[config.mk]
export PLATFORM = sky130hd
export DESIGN_NAME = sd_serialize_n
export DESIGN_NICKNAME = d
export VERILOG_FILES = /design/src/rtl/sd_serialize_n.sv
export SDC_FILE = /design/constraint.sdc
export NUM_CORES = 1
export LEC_CHECK = 0
export BUFFER_PORTS_ARGS = -buffer_cell sky130_fd_sc_hd__buf_2
export CAP_MARGIN = 20
export CORE_ASPECT_RATIO = 0.75
export CORE_MARGIN = 1
export CORE_UTILIZATION = 40
export DETAILED_ROUTE_END_ITERATION = 8
export SETUP_SLACK_MARGIN = 0.5
export SYNTH_ARGS = -nofsm -noshare
export SYNTH_HDL_FRONTEND = slang
export SYNTH_SLANG_ARGS = --single-unit
[constraint.sdc]
create_clock -name clk -period 1.9 [get_ports clk]
set_input_delay 0.285 -clock clk [delete_from_list [all_inputs] [get_ports clk]]
set_output_delay 0.285 -clock clk [all_outputs]
set_load 0.05 [all_outputs]
[src/rtl/sd_serialize_n.sv]
`default_nettype none
// ============================================================================
//  sd_serialize_n : srdy/drdy serializer, one WIDTH token into up to RATIO beats
//  Revision 1.0
// ============================================================================
module sd_serialize_n #(
   parameter int WIDTH     = 32,
   parameter int RATIO     = 4,
   parameter int MSB_FIRST = 1,
   localparam int LW       = ($clog2(RATIO) > 1) ? $clog2(RATIO) : 1,
   localparam int BW       = WIDTH / RATIO
) (
   input  logic             clk,
   input  logic             reset,
   input  logic             c_srdy,
   output logic             c_drdy,
   input  logic [WIDTH-1:0] c_data,
   input  logic [LW-1:0]    c_len,
   output logic             p_srdy,
   input  logic             p_drdy,
   output logic [BW-1:0]    p_data,
   output logic             p_last,
   output logic [LW-1:0]    p_beat
);

   typedef enum logic [0:0] {
      EMPTY  = 1'b0,
      ACTIVE = 1'b1
   } state_t;

   state_t           state_q, state_d;
   logic [WIDTH-1:0] hold_q, hold_d;
   logic [LW-1:0]    cnt_q, cnt_d;
   logic [LW-1:0]    len_q, len_d;
   logic [LW-1:0]    len_e;
   logic [LW-1:0]    sel;
   logic             xfer;
   logic             accept;

   // Clamping only matters when RATIO does not fill the c_len code space.
   if (RATIO == (1 << LW)) begin : g_len_pass
      assign len_e = c_len;
   end else begin : g_len_clamp
      assign len_e = (c_len > LW'(RATIO - 1)) ? LW'(RATIO - 1) : c_len;
   end

   if (MSB_FIRST != 0) begin : g_msb_first
      assign sel = LW'(RATIO - 1) - cnt_q;
   end else begin : g_lsb_first
      assign sel = cnt_q;
   end

   assign p_srdy = (state_q == ACTIVE);
   assign p_last = p_srdy & (cnt_q == len_q);
   assign p_beat = cnt_q;
   assign xfer   = p_srdy & p_drdy;
   assign c_drdy = ~p_srdy | (xfer & p_last);
   assign accept = c_srdy & c_drdy;

   always_comb begin
      p_data = '0;
      for (int k = 0; k < RATIO; k++) begin
         if (sel == LW'(k)) p_data = hold_q[k*BW +: BW];
      end
   end

   // A final beat and a new accept can coincide: the reload wins, giving no bubble.
   always_comb begin
      state_d = state_q;
      hold_d  = hold_q;
      cnt_d   = cnt_q;
      len_d   = len_q;
      if (accept) begin
         state_d = ACTIVE;
         hold_d  = c_data;
         cnt_d   = '0;
         len_d   = len_e;
      end else if (xfer && p_last) begin
         state_d = EMPTY;
         cnt_d   = '0;
      end else if (xfer) begin
         cnt_d   = cnt_q + LW'(1);
      end
   end

   always_ff @(posedge clk) begin
      if (reset) begin
         state_q <= EMPTY;
         hold_q  <= '0;
         cnt_q   <= '0;
         len_q   <= '0;
      end else begin
         state_q <= state_d;
         hold_q  <= hold_d;
         cnt_q   <= cnt_d;
         len_q   <= len_d;
      end
   end

endmodule
`default_nettype wire

* Word level (Yosys, flattened, before mapping)
Index checks and enable logic that the tools add are counted.
** Cells by class
- Add/subtract/negate cells :: 2
- Reduce and logical (&&, ||, !) cells :: 4
- Bitwise operators :: 6
- Mux-type cells :: 6
- Eq/ne operators :: 4
** Operator list (count)
- $mux W8 :: 4
- $and A1 B1 Y1 :: 4
- $eq A2 B2 Y1 const B :: 2
- $reduce_or A3 Y1 :: 1
- $add A2 B1 Y2 const B :: 1
- $eq A2 B1 Y1 const B :: 1
- $eq A2 B2 Y1 :: 1
- $logic_not A2 Y1 :: 1
- $mux W1 :: 2
- $reduce_bool A2 Y1 :: 1
- $sub A2 B2 Y2 const A :: 1
- $logic_and A1 B1 Y1 :: 1
- $not A1 Y1 :: 1
- $or A1 B1 Y1 :: 1
** Word-level totals
- Register bits :: 37
- Input bits :: 38

* Longest topological paths before layout
- Word-level depth :: 6
- Mapped depth :: 7
- Gate-level depth less buffers :: 5

* Least setup slack after synthesis
Ideal clock, no wire load.
- Path type :: register -> output
- From :: reg cnt_q[0] (netlist: p_beat[0])
- To :: out p_data[2]
- Data required time :: 1615 ps
- Cell stages (with the launch flop) :: 7
- Slack :: -513 ps
- Buffers on the path :: 2
- Arrival time :: 2128 ps
- Cells stage by stage :: dfxtp_1 inv_1 ha_1 clkbuf_1 clkbuf_1 a21oi_1 a22o_1
** On the way
- Cells in the longest elaborated chain, start to end :: 6
- Elaborated cells on any way between the ends :: 9
- Those cells by class :: add/sub: 1; eq/ne: 3; mux: 4; reduce/logical: 1
** RTL lines
- start, declared :: line 33 : logic [LW-1:0] cnt_q, cnt_d;
- start signal, assigned :: line 95 : cnt_q <= cnt_d;
- $sub A2 B2 Y2 (*) :: line 48 : assign sel = LW'(RATIO - 1) - cnt_q;
- via sel[0] :: line 36 : logic [LW-1:0] sel;
- $logic_not A2 Y1 :: line 63 : if (sel == LW'(k)) p_data = hold_q[k*BW +: BW];
- $mux W8 (3 in a row) :: line 63
- $mux W8 (*) :: line 63
- end, declared :: line 21 : output logic [BW-1:0] p_data,
The timed path passes the listed nets; every way through them passes the cells marked *.

* Final worst setup path
- From :: reg cnt_q[0] (netlist: p_beat[0])
- To :: out p_data[7]
** On the way
- Cells in the longest elaborated chain, start to end :: 6
- Elaborated cells on any way between the ends :: 9
- Those cells by class :: add/sub: 1; eq/ne: 3; mux: 4; reduce/logical: 1
** RTL lines (line)
- $sub A2 B2 Y2 (*) :: 48
- $logic_not A2 Y1 :: 63
- $mux W8 (3 in a row) :: 63
- $mux W8 (*) :: 63
Mark *: on every way between the ends. The rest lies on a longest branch, timed or not.

==> results.md <==
- For this run, the post-layout net count is 499.
- In this run the tightest slew margin relative to its limit is 0.699.
- The number of placed instances, taps included is 519.
- The number of buffers and inverters on the critical path is 3.
- The clock-pin slew of the registers on the worst-case setup and hold paths is 0.07 ns.
- The clock arrives with 0.0121 ns of skew.
- Once detailed placement completed, the half-perimeter wirelength came to 6.17 mm.
- After detailed routing, the number of remaining DRC violations is 0.
- The number of global-route vias before repair was 3407.
- The fraction of final layout cells sized beyond drive strength 1 is 0.406.
- The die covers 8370 um2.
- The initial utilization of the core area, before any placement, comes to 0.425.
- The highest achievable clock rate is 506 MHz.
- The tightest hold path in the finished design has a slack of 0.334 ns.
- The post-synthesis instance area is 3200 um2.
- The TritonCTS clock tree is yes.
- The maximum number of buffers from clock root to sink is 2.
- The worst register-to-register path begins at p_beat[1].
- 51 I/O pins were placed.
- At the pin with the least slew margin, the transition time is 0.451 ns.
- The worst endpoint data arrival time is 1.69 ns.
- The number of slew-limit violations in the final report came to 0.
- The first global-routing pass estimated 18.6 mm of wire.
- In this run the most critical hold path is launched from p_drdy.
- The cell type group with the largest total delay on the critical path is compound AO/OA/AOI/OAI gates.
- The analysis attributes to cell leakage a power of 1.77 nW.
- The tree built by TritonCTS fans out to 37 sinks.
- The flow ran to the end, but the final reports show violations.
- The overall fraction of global-route tracks in use is 0.288.
- After floorplanning, the core was sized to cover 7530 um2.
- The worst voltage drop across the vdd grid is 0.000384 V.
- In this run the worst path has a maximum fanout of 6.
- The number of buffers inserted by hold repair at cts is 0.
- The launch point of the worst path is p_beat[0].
- The number of nets in the synthesized netlist is 442.
- The count of cells in the finished layout, fillers not included, comes to 559.
- The cell type of the slowest stage on the worst timing path is sky130_fd_sc_hd__dfxtp_4.
- The final wirelength is 11.7 mm.
- From left edge to right edge, the die measures 105 um.
- The H-tree was split into 2 levels.
- For the worst setup path, the data required time is 1.62 ns.
- 0 antenna diodes ended up in the layout.
- STA classifies the critical path endpoint as an output port.
- Traced cell by cell, the critical path runs through buf_6 > ha_4 > buf_6 > a21oi_2 > o21ai_1 > a22o_4 > buf_6.
- The final reports fail on negative setup slack.
- The count of nets left with antenna violations once routing finished came out at 0.
- For the worst-skew pair, the clock arrives at the later sink with an insertion delay of 0.30 ns.
- The count of buffers inserted at the top-level ports is 50.
- The type of the setup path with the least slack is flip-flop to output port.
- In this run the worst hold path is classified as input port to flip-flop.
- The total stage count of the critical path is 7.
- For this run, the register share of the synthesized area comes to 0.231.
- The number of max-cap violations is 0.
- The number of hold-slack violations in the final timing report was 0.
- The depth of the most critical reg-to-reg path is 10.
- The worst setup path is launched from a flip-flop.
- The clock root buffer is sky130_fd_sc_hd__clkbuf_8.
- The total power per unit cell area is 774 nW/um2.
- Dividing the synthesized area by the synthesized cell count gives 8.00 um2.
- The routed layout has 3503 vias.
- The number of failing setup endpoints in the final timing report is 6.
- Setup slack on the critical path of the routed design comes to -0.0765 ns.
- The total of fill cells in the finished design is 653.
- From bottom edge to top edge, the die measures 79.5 um.
- The pin count of the biggest net entering global routing is 57.
- Setup repair after global routing could not meet its margin everywhere.
- The final cycle utilization of the critical path is 1.04.
- In this run, distinct cell masters in the synthesized netlist total 31.
- The number of antenna violations at the first check in global routing was 0.
- The number of synthesis warnings is 0.
- Among the stages of the critical path, the cell type that occurs most often is sky130_fd_sc_hd__buf_6.
- Along the worst hold path, the cell count comes to 3.
- Synthesis inferred 37 register bits.
- The number of buffers added by the clock tree synthesis step is 5.
- Global routing finished with a remaining overflow of 0.
- For the finished layout, the period the worst path requires is 1.98 ns.
- The number of design-rule violations left by the first detailed-router iteration is 200.
- After floorplanning, the core was divided into 27 placement rows.
- Prior to clock tree synthesis, the placed netlist has a worst setup slack of 0.122 ns.
- After technology mapping, the gate count stands at 400.
- The average vias per placed instance is 6.27.
- After detailed routing, the average wire length per cell comes to 21.0 um.
- On the worst path, the slowest cell contributes a delay of 0.36 ns.
- The area growth from synthesis to layout is 41.7%.
- The final weighted congestion in routability-driven placement is 0.818.
- The number of iterations in the first detailed-routing pass is 5.
-- flip-flops by register name, summed over array words and instances, names as in the netlist --
| signal | flops |
|---|---|
| p_beat | 2 |
| p_srdy | 1 |
| hold_q | 32 |
| len_q | 2 |
-- logic make-up (layout without fill, tap and decap cells) --
group,after synthesis,in the layout,synth area share
and+or+nand+nor,187,187,0.373
xor gates and xnor gates,4,4,0.0203
AOI/OAI and AO/OA,106,106,0.268
buffers and inverters,62,120,0.0911
DFF,37,37,0.231
adders and majority gates,4,4,0.0156
-- synth_stat cells --
cell,number,area share
sky130_fd_sc_hd__inv_1,12,0.014
sky130_fd_sc_hd__xor2_2,2,0.010
sky130_fd_sc_hd__a21oi_1,18,0.028
sky130_fd_sc_hd__nor2_2,1,0.0020
sky130_fd_sc_hd__nor4bb_1,30,0.094
sky130_fd_sc_hd__ha_1,4,0.016
sky130_fd_sc_hd__nand2_1,43,0.050
sky130_fd_sc_hd__o2111ai_1,3,0.0082
sky130_fd_sc_hd__clkbuf_1,26,0.030
sky130_fd_sc_hd__a41oi_1,2,0.0055
sky130_fd_sc_hd__xnor2_2,2,0.010
sky130_fd_sc_hd__nand2b_1,2,0.0039
sky130_fd_sc_hd__a22o_1,8,0.022
sky130_fd_sc_hd__dfxtp_1,37,0.23
sky130_fd_sc_hd__a311oi_1,2,0.0055
sky130_fd_sc_hd__and2_1,1,0.0020
sky130_fd_sc_hd__nand3_1,4,0.0063
sky130_fd_sc_hd__o211ai_2,30,0.12
sky130_fd_sc_hd__nor2_1,1,0.0012
sky130_fd_sc_hd__buf_4,5,0.012
sky130_fd_sc_hd__and2b_1,2,0.0047
sky130_fd_sc_hd__buf_6,3,0.011
sky130_fd_sc_hd__o211ai_1,3,0.0070
sky130_fd_sc_hd__nor2b_1,64,0.13
sky130_fd_sc_hd__buf_1,2,0.0023
sky130_fd_sc_hd__and4bb_2,4,0.016
sky130_fd_sc_hd__o21ai_0,8,0.013
sky130_fd_sc_hd__and3_1,1,0.0020
sky130_fd_sc_hd__nand4_1,34,0.066
sky130_fd_sc_hd__a31oi_1,32,0.063
sky130_fd_sc_hd__buf_2,14,0.022
-- final cells by class --
cell class,instances,area (um2),area share
Sequential cell,37,752,0.166
Tap cell,101,126,0.0278
Clock buffer,8,111,0.0245
Timing Repair Buffer,100,1090,0.240
Multi-Input combinational cell,301,2410,0.531
Inverter,12,50.0,0.0110
-- what timing repair did --
item | in CTS | in global routing
endpoints found under the hold margin | 0 | 0
buffers inserted | 19 | 6
endpoints found under the setup margin | 43 | 49
cloned | 7 | 0
pin swaps | 32 | 10
resized for setup | 84 | 26
-- cell usage in the layout, fill, tap and decap left out, types with 7 or more instances in the layout --
cell                       instances
sky130_fd_sc_hd__dfxtp_1          32
sky130_fd_sc_hd__a22o_4            8
sky130_fd_sc_hd__a31oi_1          32
sky130_fd_sc_hd__nor4bb_1         30
sky130_fd_sc_hd__buf_6            23
sky130_fd_sc_hd__nand4_1          34
sky130_fd_sc_hd__a21oi_2          12
sky130_fd_sc_hd__buf_16            7
sky130_fd_sc_hd__nor2b_1          64
sky130_fd_sc_hd__buf_2            37
sky130_fd_sc_hd__nand2_1          42
sky130_fd_sc_hd__inv_1            10
sky130_fd_sc_hd__buf_8             7
sky130_fd_sc_hd__buf_4            14
sky130_fd_sc_hd__buf_12           12
sky130_fd_sc_hd__o211ai_2         30
-- stage by stage --
stage / power [mW] / utilization / area, um2 / setup TNS (ns)
final: 3.51 / 0.602 / 4540 / -0.296
after global routing: 3.66 / 0.602 / 4540 / -0.622
after CTS: 3.40 / 0.584 / 4400 / -0.0603
after detailed placement: 2.16 / 0.485 / 3660 / 0
after global placement: 2.15 / 0.485 / 3660 / 0
after floorplan: 1.89 / - / 3400 / 0
-- per-layer routing --
metal,wire length (um),GRT usage
met2,5420,0.451
met1,4960,0.386
met5,0,0
met3,1080,0.0653
met4,257,0.104
-- path summary, 6_finish.rpt --
| check | slack (ns) | end |
|---|---|---|
| worst max-delay path | -0.08 | p_data[7] |
| worst min-delay path | 0.33 | p_beat[1] |
| worst max register to register | 0.20 | hold_q[0] |
| worst min register to register | 0.60 | len_q[0] |
-- power breakdown --
part	switching, mW	leakage [nW]	internal, mW	total (mW)
clock	0.305	0.0566	0.376	0.681
sequential	0.110	0.308	0.888	0.998
combinational	0.934	1.40	0.899	1.83
total	1.35	1.77	2.16	3.51
-- worst min-delay path, cell delays in order --
cell                        delay, ns
sky130_fd_sc_hd__buf_2           0.16
sky130_fd_sc_hd__o2111ai_2       0.07
sky130_fd_sc_hd__a21oi_1         0.06
No activity file was read; power rests on OpenSTA's default activity.
